$ cat config.mk
export PLATFORM = sky130hd
export DESIGN_NAME = cdb_arbiter
export DESIGN_NICKNAME = d
export VERILOG_FILES = /design/src/rtl/cdb_arbiter.sv
export SDC_FILE = /design/constraint.sdc
export NUM_CORES = 1
export LEC_CHECK = 0
export CORE_AREA = 3 3 312 314
export CTS_CLUSTER_SIZE = 20
export DETAILED_ROUTE_END_ITERATION = 8
export DIE_AREA = 0 0 315 317
export GPL_ROUTABILITY_DRIVEN = 1
export PLACE_DENSITY = 0.45
export SETUP_SLACK_MARGIN = 0.15
export SLEW_MARGIN = 40
export SYNTH_ARGS = -nofsm -noshare
export SYNTH_HDL_FRONTEND = slang
export SYNTH_SLANG_ARGS = --single-unit
export TNS_END_PERCENT = 5
$ cat constraint.sdc
create_clock -name clk -period 4.55 [get_ports clk]
set_input_delay 0.455 -clock clk [delete_from_list [all_inputs] [get_ports clk]]
set_output_delay 0.455 -clock clk [all_outputs]
set_load 0.02 [all_outputs]
$ cat src/rtl/cdb_arbiter.sv
// cdb_arbiter: single-port CDB arbiter, one registered broadcast per cycle.
// Optional macro CDB_ARB_OLDEST_FIRST_EN selects oldest-first over round-robin.
package cdb_pkg;
  localparam int TOTAL_FU = 6;
  localparam int FU_ID_W  = 3;

  typedef struct packed {
    logic               valid;
    logic [FU_ID_W-1:0] fu_id;
    logic [4:0]         rd;
    logic [31:0]        data;
    logic [63:0]        order;
  } cdb_entry_t;
endpackage

module cdb_arbiter
  import cdb_pkg::*;
#(
  parameter int NUM_REQ   = TOTAL_FU,
  parameter int CNT_WIDTH = 32
) (
  input  logic                         clk,
  input  logic                         rst_n,
  input  logic                         flush,
  input  logic       [NUM_REQ-1:0]     req_valid,
  input  cdb_entry_t [NUM_REQ-1:0]     req_entry,
  output logic       [NUM_REQ-1:0]     req_ready,
  output cdb_entry_t                   cdb_out,
  output logic       [CNT_WIDTH-1:0]   grant_count,
  output logic       [CNT_WIDTH-1:0]   conflict_cycles
);

  localparam int IW = (NUM_REQ > 1) ? $clog2(NUM_REQ) : 1;

  logic [IW-1:0] rr_ptr;
  logic [IW-1:0] win;
  logic          hit;
  logic          grant;
  logic          conflict;
  cdb_entry_t    nxt;

`ifdef CDB_ARB_OLDEST_FIRST_EN
  logic [63:0] best;

  // Oldest-first: smallest order wins, ties go to the lowest index.
  always_comb begin
    win  = '0;
    hit  = 1'b0;
    best = '0;
    for (int i = 0; i < NUM_REQ; i++) begin
      if (req_valid[i] && (!hit || req_entry[i].order < best)) begin
        hit  = 1'b1;
        win  = IW'(i);
        best = req_entry[i].order;
      end
    end
  end
`else
  int idx;

  // Round-robin: first valid index at or after rr_ptr, wrapping.
  always_comb begin
    win = '0;
    hit = 1'b0;
    idx = 0;
    for (int k = 0; k < NUM_REQ; k++) begin
      idx = int'(rr_ptr) + k;
      if (idx >= NUM_REQ) idx = idx - NUM_REQ;
      if (!hit && req_valid[idx]) begin
        hit = 1'b1;
        win = IW'(idx);
      end
    end
  end
`endif

  // Grant is suppressed by flush and while reset is held.
  always_comb begin
    grant     = hit && !flush && rst_n;
    conflict  = !flush && ($countones(req_valid) >= 2);
    req_ready = '0;
    for (int i = 0; i < NUM_REQ; i++) begin
      req_ready[i] = grant && (win == IW'(i));
    end
  end

  // Winner payload with valid and fu_id overridden.
  always_comb begin
    nxt       = req_entry[win];
    nxt.valid = 1'b1;
    nxt.fu_id = FU_ID_W'(win);
  end

  // Broadcast register, pointer and performance counters.
  always_ff @(posedge clk or negedge rst_n) begin
    if (!rst_n) begin
      cdb_out         <= '0;
      rr_ptr          <= '0;
      grant_count     <= '0;
      conflict_cycles <= '0;
    end else begin
      if (grant) begin
        cdb_out     <= nxt;
        rr_ptr      <= (win == IW'(NUM_REQ - 1)) ? '0 : win + 1'b1;
        grant_count <= grant_count + 1'b1;
      end else begin
        cdb_out.valid <= 1'b0;
      end
      if (conflict) begin
        conflict_cycles <= conflict_cycles + 1'b1;
      end
    end
  end

endmodule
==> flow_summary_export.csv <==
group,metric,value,unit
run_status,status,"finished, final reports clean",
clock_network,tritoncts,"built",
timing,post-route-period-util,94.5,%
clock_network,cts_max_path_buffers,2,
drt,vias,15256,
drt,ant_nets,0,
placement,placed_area,23300,um2
logic_synthesis,syn-instance-count,1581,
clock_network,htree_levels,4,
cells_and_area,area_growth,76.0,%
logic_synthesis,ys_async_sr_fraction,100,%
global_route,grt_overflow_total,0,
critical_path,crit_path_start_kind,"flip-flop",
timing,setup_viol,0,
die,die_area,99900,um2
logic_synthesis,yosys_most_used_dff,"dfrtp_1",
clock_network,clkLatencyLatePin,0.50,ns
clock_network,cts_buffers,17,
critical_path,reg2reg_slack,0.25,ns
drt,drt_iter0_markers,711,
timing,rsz0062_at_grt,"true",
critical_path,end_kind,"flip-flop",
logic_synthesis,syn_nets,2238,
critical_path,crit_fanout,77,
min_path,hold_class,"input port to asynchronous set/reset pin",
cells_and_area,final_common_cell,"clkdlybuf4s50_1",
critical_path,timing.rr.end,"cdb_out[23]$_DFFE_PN0P_",
drt,routed_wl,80000,um
logic_synthesis,synth_area,13700,um2
cells_and_area,fin_area,24100,um2
timing,fmax,233,MHz
cells_and_area,nets,2984,
die,die_h,317,um
global_route,grt_pass1_vias,15435,
logic_synthesis,synthMuxAreaShare,18.2,%
power_and_ir_drop,power_per_cell_area,1060,nW/um2
cells_and_area,drive_above_1_share,15.6,%
cells_and_area,nFillCells,10307,
timing,fin_crit,4.30,ns
die,placementRows,113,
critical_path,required,4.92,ns
timing,finalHoldViolations,0,
die,num_io_pins,814,
critical_path,arrival,4.67,ns
global_route,grt_max_degree,110,
global_route,antenna_found_initial,32,
cells_and_area,multi_input_area,8760,um2
drt,dr.pass1.iters,7,
placement,gp_congestion,0.838,
critical_path,reg2regPathDepth,16,
logic_synthesis,synth_edf_count,0,
logic_synthesis,synth_top_family_by_area,"simple AND/OR/NAND/NOR gates",
die,die_width,315,um
logic_synthesis,seq_area_frac_synth,31.5,%
logic_synthesis,ys_types,67,
drt,drc,0,
die,core,94900,um2
flow_run,cap_violations,0,
clock_network,numClockSinks,172,
logic_synthesis,ys.warnings.count,0,
logic_synthesis,synthSimpleGateAreaFrac,26.2,%
global_route,grt_first_pass_wirelength,111000,um
power_and_ir_drop,total_power,0.0254,W
timing,relSlewSlack,45.4,%
logic_synthesis,synthXorXnorAreaFrac,4.29,%
timing,skew,0.0186,ns
logic_synthesis,synthAdderAreaFrac,1.81,%
global_route,grtUsageTotal,15.3,%
timing,tightest_slew,0.819,ns
critical_path,regToRegStartpoint,"rr_ptr[0]$_DFFE_PN0P_",
die,initial_core_util,14.4,%
clock_network,clk_pin_slew_worst_paths,0.09,ns
cells_and_area,seq_area,4300,um2
power_and_ir_drop,p_leak,9.30,nW
drt,vias_per_cell,4.21,
power_and_ir_drop,irDropWorstVdd,1.48,mV
drt,wl_per_cell,22.1,um
critical_path,criticalPathCategory,"flip-flop to flip-flop",
logic_synthesis,synth-compound-area-share,12.3,%
timing,fin_setup_tns,0,ns
logic_synthesis,synth-seq-cells,172,
timing,maxSlewViolCount,0,
clock_network,cts-root-buf,"clkbuf_16",
logic_synthesis,syn_area_per_cell,8.65,um2
cells_and_area,layout_common_cells,"clkdlybuf4s50_1 (782), nand3_1 (228), mux2_2 (207), dfrtp_1 (172), nand2_1 (135)",
placement,port_buffers,789,
placement,hpwl,63000,um
layer usage:
layer | GRT usage (%) | wire (um)
met1 | 17.9 | 31600
met2 | 25.7 | 39700
met3 | 5.15 | 6680
met4 | 6.06 | 1960
met5 | 0 | 65
synthesized netlist by cell type, drive strengths merged (3+ instances only):
| cell type | number | area (um2) |
|---|---|---|
| buf | 82 | 479 |
| a21oi | 11 | 55.1 |
| a211oi | 3 | 22.5 |
| nor3 | 16 | 96.4 |
| nor2b | 4 | 25.0 |
| a21o | 4 | 30.0 |
| fa | 3 | 60.1 |
| mux2i | 8 | 96.3 |
| nor4 | 8 | 50.1 |
| xor2 | 19 | 166 |
| and2 | 5 | 31.3 |
| xnor2 | 48 | 420 |
| mux2 | 208 | 2340 |
| or3 | 7 | 43.8 |
| inv | 17 | 63.8 |
| and3 | 110 | 688 |
| o22ai | 4 | 25.0 |
| clkbuf | 63 | 236 |
| o21ai | 113 | 566 |
| nand2b | 5 | 31.3 |
| or2 | 4 | 25.0 |
| nand4 | 118 | 738 |
| a21boi | 103 | 773 |
| and4 | 4 | 35.0 |
| dfrtp | 172 | 4300 |
| nand2 | 137 | 517 |
| nor2 | 33 | 126 |
| ha | 15 | 188 |
| a211o | 3 | 26.3 |
| nand3 | 229 | 1150 |
cell families (layout without fill, tap and decap cells):
group,after synthesis,count (layout)
AND/OR/NAND/NOR,684,684
AO/OA/AOI/OAI,260,260
multiplexers,218,218
flip-flops,172,172
buffers and inverters,162,921
XOR/XNOR,67,67
adder cells (fa/ha/maj),18,18
other,0,22
state kept, by name, indices dropped and copies added (netlist names):
signal           flops
rr_ptr               3
grant_count         32
conflict_cycles     32
cdb_out            105
power breakdown:
part	switching, W	leakage [nW]	internal [W]
Sequential	0.000363	2.19	0.00214
Combinational	0.0122	6.84	0.00908
Clock	0.000853	0.275	0.000733
Total	0.0135	9.30	0.0120
what timing repair did:
item | 4_1_cts | 5_1_grt
pin swaps | 5 | 12
buffers inserted | 3 | 4
endpoints found under the setup margin | 6 | 78
gates resized for setup | 28 | 24
hold buffers | 1 | 0
hold endpoints to repair | 31 | 0
worst max-delay path: stages (launching register included):
cell       delay, ns
dfrtp_1         0.41
ha_1            0.24
xor2_1          0.18
buf_4           0.18
ha_1            0.17
a21o_1          0.22
o32a_1          0.36
o221ai_4        0.24
buf_4           0.16
o2111ai_1       0.15
a32oi_4         0.32
buf_4           0.19
buf_4           0.16
buf_12          0.33
mux2_2          0.44
nand3_1         0.16
nand4_1         0.11
stage by stage:
stage	hold slack [ns]	setup slack, ns	cells	utilization (%)
3_5_place_dp	0.394	0.166	3565	24.5
3_3_place_gp	0.391	0.153	3565	24.5
2_1_floorplan	0.159	0.187	1581	-
4_1_cts	0.384	0.0735	3601	25.2
6_report	0.433	0.252	3627	25.4
5_1_grt	0.409	0.0565	3620	25.3
worst max-delay path by stage:
stage                                      from                      end  slack [ns]  cells past startpoint
after floorplan           rr_ptr[0]$_DFFE_PN0P_             req_ready[1]        0.19                     16
after global placement             req_valid[0]             req_ready[5]        0.15                     11
after detailed placement           req_valid[0]  cdb_out[23]$_DFFE_PN0P_        0.17                     12
after CTS                 rr_ptr[0]$_DFFE_PN0P_             req_ready[0]        0.07                     14
after global routing      rr_ptr[0]$_DFFE_PN0P_             req_ready[0]        0.06                     13
final                     rr_ptr[0]$_DFFE_PN0P_  cdb_out[23]$_DFFE_PN0P_        0.25                     16
area by class of cell:
class,instances,share of cell area [%]
diodes,22,0.229
clock buffers,18,1.78
clock inverters,14,0.603
inverters,17,0.265
multi-input cells,1247,36.4
flip-flops and latches,172,17.9
well taps,1265,6.58
repair buffers,872,36.2
No activity file was read; power rests on OpenSTA's default activity.
